### src/rtl/armleocpu_tlb_ctrl.sv
// armleocpu_tlb_ctrl: shares one TLB between fetch and load/store, refills misses through the page-table walker
module armleocpu_tlb_ctrl #(
  parameter bit ARB_FIXED_PRIORITY = 1'b0
) (
  input  logic        clk,
  input  logic        rst_n,
  input  logic [1:0]  req_valid,
  input  logic [39:0] req_vpn,
  output logic [1:0]  req_ready,
  output logic [1:0]  rsp_valid,
  output logic [21:0] rsp_ptag,
  output logic [7:0]  rsp_metadata,
  output logic        rsp_error,
  input  logic        inv_req,
  output logic        inv_ready,
  output logic [1:0]  tlb_cmd,
  output logic [19:0] tlb_vaddr,
  input  logic        tlb_hit,
  input  logic [7:0]  tlb_metadata,
  input  logic [21:0] tlb_ptag,
  output logic [7:0]  tlb_new_metadata,
  output logic [21:0] tlb_new_ptag,
  output logic        ptw_req_valid,
  output logic [19:0] ptw_req_vpn,
  input  logic        ptw_req_ready,
  input  logic        ptw_rsp_valid,
  input  logic        ptw_rsp_error,
  input  logic [7:0]  ptw_rsp_metadata,
  input  logic [21:0] ptw_rsp_ptag
);
  localparam logic [1:0] TLB_CMD_NONE = 2'd0, TLB_CMD_RESOLVE = 2'd1,
                         TLB_CMD_NEW_ENTRY = 2'd2, TLB_CMD_INVALIDATE_ALL = 2'd3;
  typedef enum logic [2:0] {IDLE, LOOKUP, PTW_REQ, PTW_WAIT, REFILL} state_t;
  state_t state;
  logic owner, last_grant, grant, walk_fault;
  logic [19:0] vpn_q, grant_vpn;
  logic [7:0] pte_meta_q;
  logic [21:0] pte_ptag_q;
  logic [1:0] owner_oh;
  assign grant = &req_valid ? (ARB_FIXED_PRIORITY ? 1'b0 : ~last_grant) : req_valid[1];
  assign grant_vpn = grant ? req_vpn[39:20] : req_vpn[19:0];
  assign owner_oh = owner ? 2'b10 : 2'b01;
  assign walk_fault = ptw_rsp_error | ~ptw_rsp_metadata[0];
  always_comb begin
    req_ready = 2'b00;
    rsp_valid = 2'b00;
    rsp_ptag = '0;
    rsp_metadata = '0;
    rsp_error = 1'b0;
    inv_ready = 1'b0;
    tlb_cmd = TLB_CMD_NONE;
    tlb_vaddr = vpn_q;
    tlb_new_metadata = pte_meta_q;
    tlb_new_ptag = pte_ptag_q;
    ptw_req_valid = 1'b0;
    ptw_req_vpn = '0;
    unique case (state)
      // IDLE outputs come from live inputs, so keep them quiet while reset is held
      IDLE: if (rst_n) begin
        if (inv_req) begin
          tlb_cmd = TLB_CMD_INVALIDATE_ALL;
          inv_ready = 1'b1;
        end else if (|req_valid) begin
          req_ready = grant ? 2'b10 : 2'b01;
          tlb_cmd = TLB_CMD_RESOLVE;
          tlb_vaddr = grant_vpn;
        end
      end
      LOOKUP: if (tlb_hit) begin
        rsp_valid = owner_oh;
        rsp_ptag = tlb_ptag;
        rsp_metadata = tlb_metadata;
      end
      PTW_REQ: begin
        ptw_req_valid = 1'b1;
        ptw_req_vpn = vpn_q;
      end
      PTW_WAIT: if (ptw_rsp_valid && walk_fault) begin
        rsp_valid = owner_oh;
        rsp_error = 1'b1;
      end
      // a pending invalidate suppresses the install so no stale entry survives it
      REFILL: begin
        tlb_cmd = inv_req ? TLB_CMD_NONE : TLB_CMD_NEW_ENTRY;
        rsp_valid = owner_oh;
        rsp_ptag = pte_ptag_q;
        rsp_metadata = pte_meta_q;
      end
      default: ;
    endcase
  end
  always_ff @(posedge clk or negedge rst_n) begin
    if (!rst_n) begin
      state <= IDLE;
      owner <= 1'b0;
      last_grant <= 1'b1;
      vpn_q <= '0;
      pte_meta_q <= '0;
      pte_ptag_q <= '0;
    end else begin
      unique case (state)
        IDLE: if (!inv_req && |req_valid) begin
          state <= LOOKUP;
          owner <= grant;
          last_grant <= grant;
          vpn_q <= grant_vpn;
        end
        LOOKUP: state <= tlb_hit ? IDLE : PTW_REQ;
        PTW_REQ: if (ptw_req_ready) state <= PTW_WAIT;
        PTW_WAIT: if (ptw_rsp_valid) begin
          pte_meta_q <= ptw_rsp_metadata;
          pte_ptag_q <= ptw_rsp_ptag;
          state <= walk_fault ? IDLE : REFILL;
        end
        REFILL: state <= IDLE;
        default: state <= IDLE;
      endcase
    end
  end
endmodule

### config.mk
export PLATFORM = sky130hd
export DESIGN_NAME = armleocpu_tlb_ctrl
export DESIGN_NICKNAME = d
export VERILOG_FILES = /design/src/rtl/armleocpu_tlb_ctrl.sv
export SDC_FILE = /design/constraint.sdc
export NUM_CORES = 1
export LEC_CHECK = 0
export CAP_MARGIN = 20
export CORE_MARGIN = 2
export CORE_UTILIZATION = 36
export CTS_BUF_LIST = sky130_fd_sc_hd__clkbuf_2
export DETAILED_ROUTE_END_ITERATION = 8
export GPL_TIMING_DRIVEN = 0
export PLACE_DENSITY = 0.88
export SYNTH_ARGS = -nofsm -noshare
export SYNTH_HDL_FRONTEND = slang
export SYNTH_SLANG_ARGS = --single-unit
### constraint.sdc
create_clock -name clk -period 2.1 [get_ports clk]
set_clock_uncertainty 0.05 [all_clocks]
set_input_delay 0.42 -clock clk [delete_from_list [all_inputs] [get_ports clk]]
set_output_delay 0.42 -clock clk [all_outputs]
set_load 0.02 [all_outputs]
==> impl_metrics.xml, run 1 <==
<?xml version="1.0" encoding="UTF-8"?>
<metrics>
  <group name="setup_path">
    <metric name="worst-path-max-fanout" unit="">5</metric>
    <metric name="setup.worst_path.end_class" unit="">primary output</metric>
    <metric name="timing_worst_setup_path_type" unit="">reg -&gt; out</metric>
    <metric name="setup.worst_path.start_class" unit="">flop</metric>
    <metric name="worstPathArrival" unit="ps">2170</metric>
    <metric name="r2r_cells" unit="">9</metric>
    <metric name="worst_path_most_repeated_cell" unit="">sky130_fd_sc_hd__buf_6</metric>
    <metric name="crit_required" unit="ps">1630</metric>
    <metric name="crit_path_cell_trace" unit="">or2_1 -&gt; buf_6 -&gt; nor4_4 -&gt; buf_6 -&gt; buf_12 -&gt; buf_8 -&gt; nor2_2 -&gt; a21oi_2 -&gt; buf_4</metric>
    <metric name="cp_num_buf_inv" unit="">5</metric>
    <metric name="slowest_stage" unit="">sky130_fd_sc_hd__dfrtp_2</metric>
    <metric name="worst-path-stages" unit="">9</metric>
    <metric name="cp_slowest_stage_delay" unit="ps">480</metric>
    <metric name="cpLargestDelayFamily" unit="">buffers and inverters</metric>
  </group>
  <group name="grt">
    <metric name="grt_pass1_wl" unit="mm">17.40</metric>
    <metric name="globalRoute.totalOverflow" unit="">0</metric>
    <metric name="largest_net_degree_at_the_start_of_global_routing" unit="">36</metric>
    <metric name="initial_antenna_violation_count" unit="">0</metric>
    <metric name="vias_in_the_first_global_route" unit="">3489</metric>
    <metric name="globalRouteTotalUtil" unit="%">24.67</metric>
  </group>
  <group name="clocking">
    <metric name="insertion_delay_of_the_later_clocked_pin_in_the_worst_skew_pair" unit="ps">450</metric>
    <metric name="cts_buffers" unit="">5</metric>
    <metric name="cts.root.buffer_cell" unit="">sky130_fd_sc_hd__clkbuf_2</metric>
    <metric name="clock-sinks" unit="">55</metric>
    <metric name="htree_num_levels" unit="">2</metric>
    <metric name="cts_tree" unit="">done</metric>
    <metric name="clkSlewWorstSetupHoldPaths" unit="ps">300</metric>
    <metric name="cts.path.max_buffers" unit="">2</metric>
  </group>
  <group name="route">
    <metric name="route.antenna.remaining_nets" unit="">0</metric>
    <metric name="post_drt_via_cell_ratio" unit="">5.115</metric>
    <metric name="num_vias" unit="">3473</metric>
    <metric name="wire_per_inst" unit="um">17.88</metric>
    <metric name="drt-pass1-iter-count" unit="">4</metric>
    <metric name="detail_route.drc_violations" unit="">0</metric>
    <metric name="routed_wl" unit="mm">12.14</metric>
    <metric name="initialDrtViolationCount" unit="">123</metric>
  </group>
  <group name="sta">
    <metric name="relSlewSlack" unit="%">37.77</metric>
    <metric name="rsz0062_at_grt" unit="">yes</metric>
    <metric name="timing.setup.tns" unit="ps">-31230</metric>
    <metric name="finalSetupViolations" unit="">79</metric>
    <metric name="fin_hold_ws" unit="ps">430.8</metric>
    <metric name="layout_min_cycle_time" unit="ps">2643</metric>
    <metric name="final_max_slew_viol_count" unit="">0</metric>
    <metric name="final_min_period_over_clock_period" unit="%">125.9</metric>
    <metric name="fmax" unit="MHz">378.3</metric>
    <metric name="final.setup.worst_slack" unit="ps">-543.3</metric>
    <metric name="hold_violations" unit="">0</metric>
    <metric name="worst_pin_slew" unit="ps">930.4</metric>
  </group>
  <group name="die">
    <metric name="dieHeight" unit="um">96.17</metric>
    <metric name="initial_cell_density_of_the_core" unit="%">37.22</metric>
    <metric name="die-width" unit="um">96.17</metric>
    <metric name="io_pins" unit="">218</metric>
    <metric name="placeableCoreArea" unit="sq um">8217</metric>
    <metric name="fp-row-count" unit="">33</metric>
    <metric name="die-area" unit="sq um">9248</metric>
  </group>
  <group name="cells_and_area">
    <metric name="drive_gt1_share" unit="%">45.12</metric>
    <metric name="n_antenna_cell" unit="">0</metric>
    <metric name="flow.area_growth_from_synthesis" unit="%">108.2</metric>
    <metric name="final_instance_area" unit="sq um">6366</metric>
    <metric name="final_nets" unit="">682</metric>
    <metric name="fraction_of_the_core_area_covered_by_cells_at_the_end_of_the_flow" unit="%">77.48</metric>
    <metric name="number_of_standard_cells_in_the_layout_taps_in_and_fillers_out" unit="">679</metric>
  </group>
  <group name="power_and_ir_drop">
    <metric name="powerDensity" unit="nW/um^2">1272</metric>
    <metric name="switching_power" unit="mW">3.381</metric>
    <metric name="share_of_total_power_in_combinational_logic" unit="%">69.4</metric>
    <metric name="vdd.ir_drop.worst" unit="mV">0.8614</metric>
    <metric name="p_leak" unit="nW">2.797</metric>
    <metric name="cellInternalPower" unit="mW">4.715</metric>
    <metric name="power_frac_seq" unit="%">25.2</metric>
    <metric name="post-layout-total-power" unit="mW">8.096</metric>
    <metric name="clockPowerShare" unit="%">5.4</metric>
    <metric name="sw_frac_of_total" unit="%">41.76</metric>
  </group>
  <group name="placed_design">
    <metric name="dpl.cell_count" unit="">623</metric>
    <metric name="buffer_ports.inserted" unit="">216</metric>
    <metric name="dp_slack" unit="ps">-1278</metric>
    <metric name="place_congestion" unit="">0.8147</metric>
    <metric name="dpl.hpwl" unit="mm">8.444</metric>
    <metric name="placement.cell_area" unit="sq um">5449</metric>
  </group>
  <group name="synth">
    <metric name="net_count_of_the_mapped_netlist" unit="">410</metric>
    <metric name="ys_dominant_reg_cell" unit="">sky130_fd_sc_hd__dfrtp_1</metric>
    <metric name="yosysWarnings" unit="">0</metric>
    <metric name="netlist-cell-type-count" unit="">25</metric>
    <metric name="synth-edff-count" unit="">0</metric>
    <metric name="synth.ff_latch_count" unit="">55</metric>
    <metric name="netlist_area" unit="sq um">3058</metric>
    <metric name="synthArstFlopShare" unit="%">100.0</metric>
    <metric name="yosysSeqAreaShare" unit="%">45.05</metric>
    <metric name="syn_inst" unit="">301</metric>
    <metric name="synth_area_per_inst" unit="sq um">10.16</metric>
  </group>
  <group name="hold_path">
    <metric name="hold_depth" unit="">2</metric>
    <metric name="min_path_type" unit="">in -&gt; reg</metric>
  </group>
  <group name="job">
    <metric name="maxCapViolCount" unit="">0</metric>
  </group>
  <group name="run_status">
    <metric name="violations" unit="">negative setup slack</metric>
    <metric name="status" unit="">finished with violations</metric>
  </group>
</metrics>
[synth_stat cells, drive strengths merged (3+ instances only)]
cell type | n | area [sq um]
mux2i | 21 | 210.2
nor2 | 49 | 183.9
nand2 | 3 | 11.26
and2 | 21 | 131.4
nor2b | 4 | 25.02
clkbuf | 5 | 18.77
nor3b | 3 | 22.52
a22o | 30 | 262.8
inv | 3 | 11.26
buf | 20 | 117.6
a21oi | 43 | 215.2
dfrtp | 54 | 1351
mux2 | 32 | 360.4
[worst reg2reg max path, stage by stage, from the launching register on]
cell and delay, ps:
sky130_fd_sc_hd__dfrtp_2 510, sky130_fd_sc_hd__buf_6 130, sky130_fd_sc_hd__buf_6 110, sky130_fd_sc_hd__buf_4 140, sky130_fd_sc_hd__buf_4 140, sky130_fd_sc_hd__buf_4 130
sky130_fd_sc_hd__nor4_4 190, sky130_fd_sc_hd__buf_4 190, sky130_fd_sc_hd__buf_4 110, sky130_fd_sc_hd__mux2_2 330
[power by group through the flow]
| stage | Combinational, mW | Clock (mW) | Sequential (mW) |
|---|---|---|---|
| after floorplan | 2.11 | 0 | 2.27 |
| after global placement | 4.46 | 0 | 1.96 |
| final | 5.62 | 0.437 | 2.04 |
| after CTS | 5.35 | 0.451 | 2.01 |
| after detailed placement | 4.55 | 0 | 2.00 |
| after global routing | 5.94 | 0.499 | 2.10 |
[per-layer routing]
| layer | vias to the layer above | routed length [um] | track usage [%] |
|---|---|---|---|
| met4 | 0 | 245 | 6.310 |
| met3 | 24 | 863 | 5.638 |
| met2 | 154 | 6734 | 47.51 |
| met1 | 1681 | 4300 | 26.85 |
| met5 | - | 0 | 0 |
| li1 | 1614 | - | - |
[cells by family after synthesis]
| logic type | after synthesis | synth area share [%] |
|---|---|---|
| flops | 55 | 45.05 |
| mux | 53 | 18.66 |
| buf+inv | 28 | 4.828 |
| compound gates | 77 | 16.74 |
| simple gates | 88 | 14.73 |
[final timing paths]
kind                                      start                endpoint  slack [ps]
hold / removal                    ptw_rsp_error    state[2]$_DFFE_PN0P_         430
hold reg to reg               owner$_DFFE_PN0P_       owner$_DFFE_PN0P_         520
setup reg to reg           state[2]$_DFFE_PN0P_  last_grant$_DFFE_PN1P_          40
min in group asynchronous                 rst_n  last_grant$_DFFE_PN1P_         540
setup / recovery           state[0]$_DFFE_PN0P_            tlb_vaddr[1]        -540
max in group asynchronous                 rst_n   vpn_q[14]$_DFFE_PN0P_         700
[cells in the final DEF, fill, tap and decap left out, drive strengths merged, types with 2 or more instances in the layout]
master and count:
mux2 32, clkdlybuf4s50 134, a21oi 43, buf 148, dlygate4sd3 3, nor2 49, nand2 3, clkbuf 8
and2 21, dlymetal6s2s 2, nand3 2, inv 3, nor4 2, dfrtp 54, a22o 30, nor2b 4
clkinv 2, mux2i 21, nor3b 3, nand2b 2
[repair_timing]
action                                 4_1_cts  5_1_grt
setup buffers                               27       19
setup endpoints to repair                   79      104
gates cloned                                 6        1
endpoints found under the hold margin       35        0
resized for setup                          550       39
hold buffers                                 5        0
pin swaps                                   36       11
[area by class of cell]
cell class | instances | area (sq um)
clock buffer | 5 | 25.02
inverter | 3 | 13.76
sequential | 55 | 1381
buffer | 18 | 183.9
multi-input combinational | 218 | 1792
timing repair buffer | 272 | 2814
fill | 545 | 1851
tap | 105 | 131.4
clock inverter | 3 | 25.02
[registers in the layout, summed over array words and instances, names as in the netlist]
register,count
tlb_new_metadata,8
last_grant,1
owner,1
state,3
tlb_new_ptag,22
vpn_q,20
No activity file was read; power rests on OpenSTA's default activity.
==> inputs of run 2 (changes only) <==
REMOVE_ABC_BUFFERS = 1   (was unset)
==> impl_metrics.xml, run 2 (same netlist as run 1, synthesis figures left out) <==
<?xml version="1.0" encoding="UTF-8"?>
<metrics>
  <group name="placed_design">
    <metric name="dpl.cell_count" unit="">606</metric>
    <metric name="dp_slack" unit="ps">-1731</metric>
    <metric name="place_congestion" unit="">0.7325</metric>
    <metric name="buffer_ports.inserted" unit="">217</metric>
    <metric name="placement.cell_area" unit="sq um">5346</metric>
    <metric name="dpl.hpwl" unit="mm">8.019</metric>
  </group>
  <group name="die">
    <metric name="dieHeight" unit="um">96.17</metric>
    <metric name="fp-row-count" unit="">33</metric>
    <metric name="die-area" unit="sq um">9248</metric>
    <metric name="io_pins" unit="">218</metric>
    <metric name="placeableCoreArea" unit="sq um">8217</metric>
    <metric name="die-width" unit="um">96.17</metric>
    <metric name="initial_cell_density_of_the_core" unit="%">37.22</metric>
  </group>
  <group name="cells_and_area">
    <metric name="fraction_of_the_core_area_covered_by_cells_at_the_end_of_the_flow" unit="%">78.24</metric>
    <metric name="layout.cells.most_common_list" unit="">sky130_fd_sc_hd__clkdlybuf4s50_1, sky130_fd_sc_hd__buf_6, sky130_fd_sc_hd__dfrtp_1</metric>
    <metric name="final_instance_area" unit="sq um">6429</metric>
    <metric name="commonest_non_fill_non_tap_cell_in_the_layout" unit="">sky130_fd_sc_hd__clkdlybuf4s50_1</metric>
    <metric name="largest_register_ff_count" unit="">22</metric>
    <metric name="drive_gt1_share" unit="%">42.78</metric>
    <metric name="flow.area_growth_from_synthesis" unit="%">110.2</metric>
    <metric name="number_of_standard_cells_in_the_layout_taps_in_and_fillers_out" unit="">673</metric>
    <metric name="final_nets" unit="">676</metric>
    <metric name="nFillCells" unit="">520</metric>
    <metric name="n_antenna_cell" unit="">0</metric>
  </group>
  <group name="setup_path">
    <metric name="worst-path-max-fanout" unit="">5</metric>
    <metric name="r2r_cells" unit="">6</metric>
    <metric name="crit_path_cell_trace" unit="">nand2b_4 -&gt; nor4_4 -&gt; buf_6 -&gt; buf_6 -&gt; nor2_1 -&gt; a21oi_2 -&gt; buf_6</metric>
    <metric name="rr_startpoint" unit="">state[0]$_DFFE_PN0P_</metric>
    <metric name="timing_worst_setup_path_type" unit="">reg -&gt; out</metric>
    <metric name="worst_path_most_repeated_cell" unit="">sky130_fd_sc_hd__buf_6</metric>
    <metric name="crit_required" unit="ps">1630</metric>
    <metric name="setup.worst_path.end_class" unit="">primary output</metric>
    <metric name="cp_slowest_stage_delay" unit="ps">510</metric>
    <metric name="slowest_stage" unit="">sky130_fd_sc_hd__dfrtp_2</metric>
    <metric name="setup.worst_path.start_class" unit="">flop</metric>
    <metric name="reg2reg_slack" unit="ps">-290</metric>
    <metric name="critical_path.reg2reg.endpoint" unit="">vpn_q[13]$_DFFE_PN0P_</metric>
    <metric name="worstPathArrival" unit="ps">2120</metric>
  </group>
  <group name="clocking">
    <metric name="cts.path.max_buffers" unit="">2</metric>
    <metric name="htree_num_levels" unit="">2</metric>
    <metric name="insertion_delay_of_the_later_clocked_pin_in_the_worst_skew_pair" unit="ps">430</metric>
    <metric name="clock-sinks" unit="">55</metric>
    <metric name="clkSlewWorstSetupHoldPaths" unit="ps">270</metric>
    <metric name="cts.root.buffer_cell" unit="">sky130_fd_sc_hd__clkbuf_2</metric>
    <metric name="cts_buffers" unit="">5</metric>
    <metric name="cts_tree" unit="">done</metric>
  </group>
  <group name="sta">
    <metric name="final_max_slew_viol_count" unit="">0</metric>
    <metric name="layout_min_cycle_time" unit="ps">2587</metric>
    <metric name="timing.setup.tns" unit="ps">-31040</metric>
    <metric name="hold_violations" unit="">0</metric>
    <metric name="finalSetupViolations" unit="">99</metric>
    <metric name="fmax" unit="MHz">386.6</metric>
    <metric name="rsz0062_at_grt" unit="">yes</metric>
    <metric name="final_min_period_over_clock_period" unit="%">123.2</metric>
    <metric name="relSlewSlack" unit="%">28.31</metric>
    <metric name="fin_hold_ws" unit="ps">489.3</metric>
    <metric name="worst_pin_slew" unit="ps">1067</metric>
    <metric name="final.setup.worst_slack" unit="ps">-486.7</metric>
  </group>
  <group name="power_and_ir_drop">
    <metric name="powerDensity" unit="nW/um^2">1293</metric>
    <metric name="p_leak" unit="nW">2.825</metric>
    <metric name="vdd.ir_drop.worst" unit="mV">0.9108</metric>
    <metric name="post-layout-total-power" unit="mW">8.309</metric>
  </group>
  <group name="grt">
    <metric name="globalRouteTotalUtil" unit="%">28.00</metric>
    <metric name="grt_pass1_wl" unit="mm">19.31</metric>
    <metric name="initial_antenna_violation_count" unit="">0</metric>
    <metric name="vias_in_the_first_global_route" unit="">3628</metric>
    <metric name="largest_net_degree_at_the_start_of_global_routing" unit="">29</metric>
    <metric name="globalRoute.totalOverflow" unit="">0</metric>
  </group>
  <group name="hold_path">
    <metric name="min_path_type" unit="">in -&gt; reg</metric>
    <metric name="min_to" unit="">state[2]$_DFFE_PN0P_</metric>
    <metric name="timing.hold.worst.start" unit="">ptw_rsp_error</metric>
    <metric name="hold_depth" unit="">2</metric>
  </group>
  <group name="route">
    <metric name="post_drt_via_cell_ratio" unit="">5.312</metric>
    <metric name="initialDrtViolationCount" unit="">132</metric>
    <metric name="wire_per_inst" unit="um">20.19</metric>
    <metric name="detail_route.drc_violations" unit="">0</metric>
    <metric name="route.antenna.remaining_nets" unit="">0</metric>
    <metric name="num_vias" unit="">3575</metric>
    <metric name="routed_wl" unit="mm">13.59</metric>
    <metric name="drt-pass1-iter-count" unit="">7</metric>
  </group>
  <group name="job">
    <metric name="maxCapViolCount" unit="">0</metric>
  </group>
  <group name="run_status">
    <metric name="violations" unit="">negative setup slack</metric>
    <metric name="status" unit="">finished with violations</metric>
  </group>
</metrics>
[run 2: changes by cell type in the layout (fill, tap and decap cells not counted), sizes merged]
cell and change:
a21boi +1, buf -5, bufinv +2, clkbuf -2
clkinv -2, clkinvlp -1, dlygate4sd2 +1, dlygate4sd3 -1
nor4 +1
[run 2: worst max-delay path: cells and delay by family (launching register included)]
family	cells	cell delay [ps]
AOI/OAI and AO/OA	1	170
buffers and inverters	3	490
DFF	1	510
and+or+nand+nor	3	530
[run 2: area by class of cell]
cell class / count / area [sq um] / area share [%]
clock buffer: 6 / 30.03 / 0.4671
clock inverter: 2 / 60.06 / 0.9342
inverter: 3 / 11.26 / 0.1752
multi-input combinational: 220 / 1782 / 27.72
sequential: 55 / 1381 / 21.49
tap: 105 / 131.4 / 2.044
timing repair buffer: 282 / 3033 / 47.18
[run 2: repair_timing]
| item | 4_1_cts | 5_1_grt |
|---|---|---|
| gates cloned | 11 | 0 |
| pin swaps | 22 | 32 |
| gates resized for setup | 516 | 41 |
| hold buffers | 5 | 0 |
| setup buffers | 39 | 8 |
| setup endpoints to repair | 97 | 101 |
| hold endpoints to repair | 28 | 0 |
[run 2: routing by layer]
layer  global-route usage, %  wire length [um]  up-vias
li1                        -                 -     1601
met1                   32.76              4995     1776
met2                   50.12              7374      157
met3                   5.717               827       41
met4                   10.48               394        0
met5                       0                 0        -
[run 2: worst max-delay path by stage]
stage / startpoint / end / slack, ps / cells after the start
floorplan: state[2]$_DFFE_PN0P_ / rsp_metadata[0] / -1180 / 3
global placement: rst_n / tlb_vaddr[9] / -3900 / 6
detailed placement: rst_n / tlb_vaddr[8] / -1730 / 8
CTS: state[1]$_DFFE_PN0P_ / tlb_vaddr[6] / -490 / 7
global route: state[2]$_DFFE_PN0P_ / tlb_vaddr[3] / -570 / 7
finish: state[2]$_DFFE_PN0P_ / tlb_vaddr[12] / -490 / 7
[run 2: power breakdown]
group          internal (mW)  leakage (nW)  switching, mW  total [mW]
Combinational           2.94          2.13           2.65        5.59
Clock                  0.325        0.0532          0.329       0.654
Sequential              1.58         0.637          0.480        2.06
==> variant 1, RTL diff (config.mk and constraints of run 2) <==
The 5 states of `state_t` get a Gray code encoding in 3 bits.
--- a/src/rtl/armleocpu_tlb_ctrl.sv
+++ b/src/rtl/armleocpu_tlb_ctrl.sv
@@ -30,7 +30,7 @@
 );
   localparam logic [1:0] TLB_CMD_NONE = 2'd0, TLB_CMD_RESOLVE = 2'd1,
                          TLB_CMD_NEW_ENTRY = 2'd2, TLB_CMD_INVALIDATE_ALL = 2'd3;
-  typedef enum logic [2:0] {IDLE, LOOKUP, PTW_REQ, PTW_WAIT, REFILL} state_t;
+  typedef enum logic [2:0] {IDLE = 3'b000, LOOKUP = 3'b001, PTW_REQ = 3'b011, PTW_WAIT = 3'b010, REFILL = 3'b110} state_t;
   state_t state;
   logic owner, last_grant, grant, walk_fault;
   logic [19:0] vpn_q, grant_vpn;
Check against the original RTL: same outputs for any inputs over 4 cycles, from zero or initial values and one cycle with rst_n low; so few cycles prove little.
==> variant 1 against run 2 <==
  * The run still ends with setup timing left
  * Synthesized area shrank 1.5%
  * Largest cell class unchanged
  * Power is 9.0% lower
  * Setup slack gained 0.19 ns
  * Sequential cell count unchanged
  * Sequential share of layout area rose by 1.1 points
  * Utilization down 3.4 points
  * Wire length decreased by 12%
  * Via count is 5.9% lower
  * Final area decreased by 4.8%
  * First-iteration DRC count decreased by 45%
==> variant 1: results (changes against run 2) <==
drt initial violations=72 (-45%); # setup viols final=79 (-20%); CTS Buf Count=5 (unchanged); Top delay family on crit path=flip-flops; dpl cell area=5330 sq um (-0.40%); root buffer cell=clkbuf_2; GR Util met3=0.0696 (+0.0124); GRT Total Usage=0.249 (-0.0313); Final Non-Filler Cells=651 (-3.3%); CP arrival=1.93 ns (-0.19 ns); cts hold-fix bufs=3 (-2); wire length on met2=6370 um (-14%); met1 Use GR=0.264 (-0.0631); violated checks=setup timing; final setup margin=-0.295 ns (+0.191 ns); CP peak stage delay=0.53 ns (+0.02 ns); number of placed instances, taps included=601 (-0.83%); FILL cells=522 (+0.38%); drt wl/cell=18.4 um (-8.8%); CP max FO=4 (-1); DR pass1 iterations=4 (-3); Gate Count Post-Synth=295 (-2.0%); peak supply drop=0.723 mV (-21%); first-pass GRT wire length=17300 um (-10%); setup TNS=-17.44 ns (+13.61 ns); clk_lat worst skew=0.44 ns; clock-pin slew on the worst setup and hold paths=0.30 ns (+0.03 ns); vias per inst=5.17 (-2.7%); buffer count from post-CTS setup fixing=27 (-31%); Yosys warning total=0 (unchanged); Cell Int Power=4.40 mW (-9.4%); max FFs per register=22 (unchanged); RePlAce Congestion=0.754 (+2.9%); Most Crowded Layer GR=met2; largest cells by area after synthesis=dfrtp_1 (45%), mux2_2 (12%), a22o_1 (8.7%), o21ai_0 (7.0%), mux2i_1 (6.6%); hpwl dp=7830 um (-2.4%); Worst path slowest cell=dfrtp_2; Logic pwr share=0.653 (-0.020); sw power=3.16 mW (-8.6%); outcome=complete, but fails checks; register area share after synthesis=0.457 (+0.00673); LEAKAGE=2.74 nW (-3.0%); async set or reset register ratio after synthesis=1.00 (unchanged); Synth top cells by count=dfrtp_1 (54), nand2_1 (43), o21ai_0 (42); initial antenna violation count=0 (unchanged); Synth cell types=28 (+12%); Resized cells post-CTS=506 (-1.9%); GR Layer Usage met2=0.481 (-0.0199); number of global-route vias before repair=3403 (-6.2%); worst-margin pin slew=0.862 ns (-0.205 ns); worst hold path class=register to register; diode count=0 (unchanged); share of cells above drive strength 1=0.427 (-0.00108); largest net degree at the start of global routing=38 (+31%); met3 routed wirelength=1070 um (+29%); met1 wire length=4340 um (-13%); PortBufs=217 (unchanged)
## variant 1: per-stage QoR
| step | setup WS (ns) | util |
|---|---|---|
| 2_1_floorplan | -0.783 | - |
| 3_3_place_gp | -4.61 | 0.636 |
| 3_5_place_dp | -1.30 | 0.651 |
| 4_1_cts | -0.344 | 0.707 |
| 5_1_grt | -0.408 | 0.749 |
| 6_report | -0.295 | 0.749 |
## variant 1: worst min-delay path, cell delays in order, from the launching register on
cell,delay [ns]
dfrtp_1,0.43
nand2_1,0.05
o21ai_0,0.06
## variant 1: final timing paths
kind / from / endpoint / slack, ns / depth (start not counted)
setup / recovery: state[2]$_DFFE_PN0P_ / req_ready[1] / -0.30 / 6
hold / removal: vpn_q[12]$_DFFE_PN0P_ / vpn_q[12]$_DFFE_PN0P_ / 0.50 / 2
setup reg to reg: state[2]$_DFFE_PN0P_ / tlb_new_ptag[6]$_DFFE_PN0P_ / 0.05 / 7
hold reg to reg: vpn_q[12]$_DFFE_PN0P_ / vpn_q[12]$_DFFE_PN0P_ / 0.50 / 2
max in group asynchronous: rst_n / vpn_q[10]$_DFFE_PN0P_ / 0.91 / 2
min in group asynchronous: rst_n / tlb_new_metadata[2]$_DFFE_PN0P_ / 0.54 / 2
## variant 1: logic make-up after synthesis
kind of cell | Yosys count | share of synthesized area
AOI/OAI and AO/OA | 81 | 0.180
and+or+nand+nor | 80 | 0.132
DFF | 55 | 0.457
muxes | 53 | 0.190
buffers and inverters | 26 | 0.0407
## variant 1: cell type report
cell class,count,share of cell area
multi-input cells,217,0.296
flip-flops and latches,55,0.226
repair buffers,264,0.445
clock inverters,3,0.00715
well taps,105,0.0215
inverters,2,0.00123
clock buffers,5,0.00409
==> variant 2, RTL diff (settings of run 2) <==
Made on the original files. Set the parameter `ARB_FIXED_PRIORITY` to 1'b1 (it was 1'b0).
--- a/src/rtl/armleocpu_tlb_ctrl.sv
+++ b/src/rtl/armleocpu_tlb_ctrl.sv
@@ -1,6 +1,6 @@
 // armleocpu_tlb_ctrl: shares one TLB between fetch and load/store, refills misses through the page-table walker
 module armleocpu_tlb_ctrl #(
-  parameter bit ARB_FIXED_PRIORITY = 1'b0
+  parameter bit ARB_FIXED_PRIORITY = 1'b1
 ) (
   input  logic        clk,
   input  logic        rst_n,
Behaviour: not the same (a bounded check fails within 4 cycles, from zero or initial values and one cycle with rst_n low).
==> variant 2 against run 2 <==
  * The run ends with hold timing, setup timing left
  * Sequential share of layout area is 2.2 points lower
  * Setup slack worse by 0.37 ns
  * Synthesized area increased by 17%
  * Final area grew 9.2%
  * Hold slack got worse by 0.69 ns
  * Wire length increased by 21%
  * Power is 6.6% higher
  * Sequential cell count decreased by 1
  * Final cell count grew 11%
  * Combinational power increased by 11%
  * Critical path depth down 2
  * Die area up 16%
==> variant 2: results (changes against run 2) <==
largest net degree at the start of global routing=40 (+38%); reg2reg end=vpn_q[2]$_DFFE_PN0P_; worst hold path class=primary input to asynchronous set/reset pin; GRT Total Usage=0.276 (-0.00362); # setup viols final=79 (-20%); Resized cells post-CTS=475 (-7.9%); clk_lat worst skew=0.52 ns (+0.09 ns); GR Util met3=0.115 (+0.0574); violated checks=hold timing, setup timing; register area share after synthesis=0.379 (-0.0715); Synth top cells by count=mux2_2 (70), dfrtp_1 (54), nor2_1 (45); cts hold-fix bufs=2 (-3); GR Layer Usage met2=0.516 (+0.0145); vias per inst=5.56 (+4.7%); outcome=complete, but fails checks; Synth cell types=27 (+8.0%); wire length on met2=8800 um (+19%); drt initial violations=204 (+55%); Hold Worst Slack=-0.204 ns (-0.694 ns); met1 wire length=5610 um (+12%); share of cells above drive strength 1=0.488 (+0.0600); Critical Path End=tlb_vaddr[13]; final number of hold-violating endpoints=33 (+33); hpwl dp=10100 um (+26%); final setup margin=-0.860 ns (-0.373 ns); worst-margin pin slew=0.989 ns (-0.0783 ns); Reg2Reg Depth=7 (+1); Gate Count Post-Synth=350 (+16%); DR pass1 iterations=4 (-3); CP arrival=2.49 ns (+0.37 ns); buffer count from post-CTS setup fixing=45 (+15%)
[variant 2: cell count changes in the layout (fill, tap and decap cells not counted), moves of 10 or more]
cell,before,now
dlymetal6s2s_1,2,22
clkdlybuf4s50_1,134,110
a31oi_1,0,17
o221a_2,0,19
mux2i_1,20,2
mux2_2,32,70
a21oi_1,33,3
a21oi_2,10,0
or3_1,0,18
[variant 2: area by class of cell]
| cell class | instances | area, sq um |
|---|---|---|
| tap | 133 | 166 |
| timing repair buffer | 289 | 3080 |
| clock inverter | 2 | 37.5 |
| inverter | 3 | 11.3 |
| sequential | 54 | 1360 |
| fill | 624 | 2660 |
| multi-input combinational | 261 | 2340 |
| clock buffer | 6 | 30.0 |
[variant 2: where the power goes]
| part | switching, mW | internal, mW | total (mW) |
|---|---|---|---|
| sequential | 0.535 | 1.56 | 2.10 |
| combinational | 2.79 | 3.40 | 6.19 |
| clock | 0.373 | 0.205 | 0.578 |
[variant 2: cells by family (layout without fill, tap and decap cells)]
logic type / Yosys count / after routing / synth area share
compound gates: 78 / 78 / 0.185
buf+inv: 39 / 300 / 0.0491
flops: 54 / 54 / 0.379
mux: 72 / 72 / 0.227
simple gates: 107 / 111 / 0.160
[variant 2: stage by stage]
step	setup WS, ns	setup TNS, ns	hold slack, ns	utilization
detailed placement	-1.98	-121.32	0.363	0.613
floorplan	-1.02	-75.46	0.0744	-
finish	-0.860	-46.03	-0.204	0.725
CTS	-0.798	-43.93	-0.216	0.671
global route	-0.933	-53.54	-0.232	0.725
global placement	-4.19	-386.10	0.466	0.593
[variant 2: worst max-delay path, stage by stage (launching register included)]
cell	delay [ns]
dfrtp_2	0.52
buf_4	0.16
or4b_4	0.59
or3_4	0.44
o221a_4	0.13
buf_6	0.13
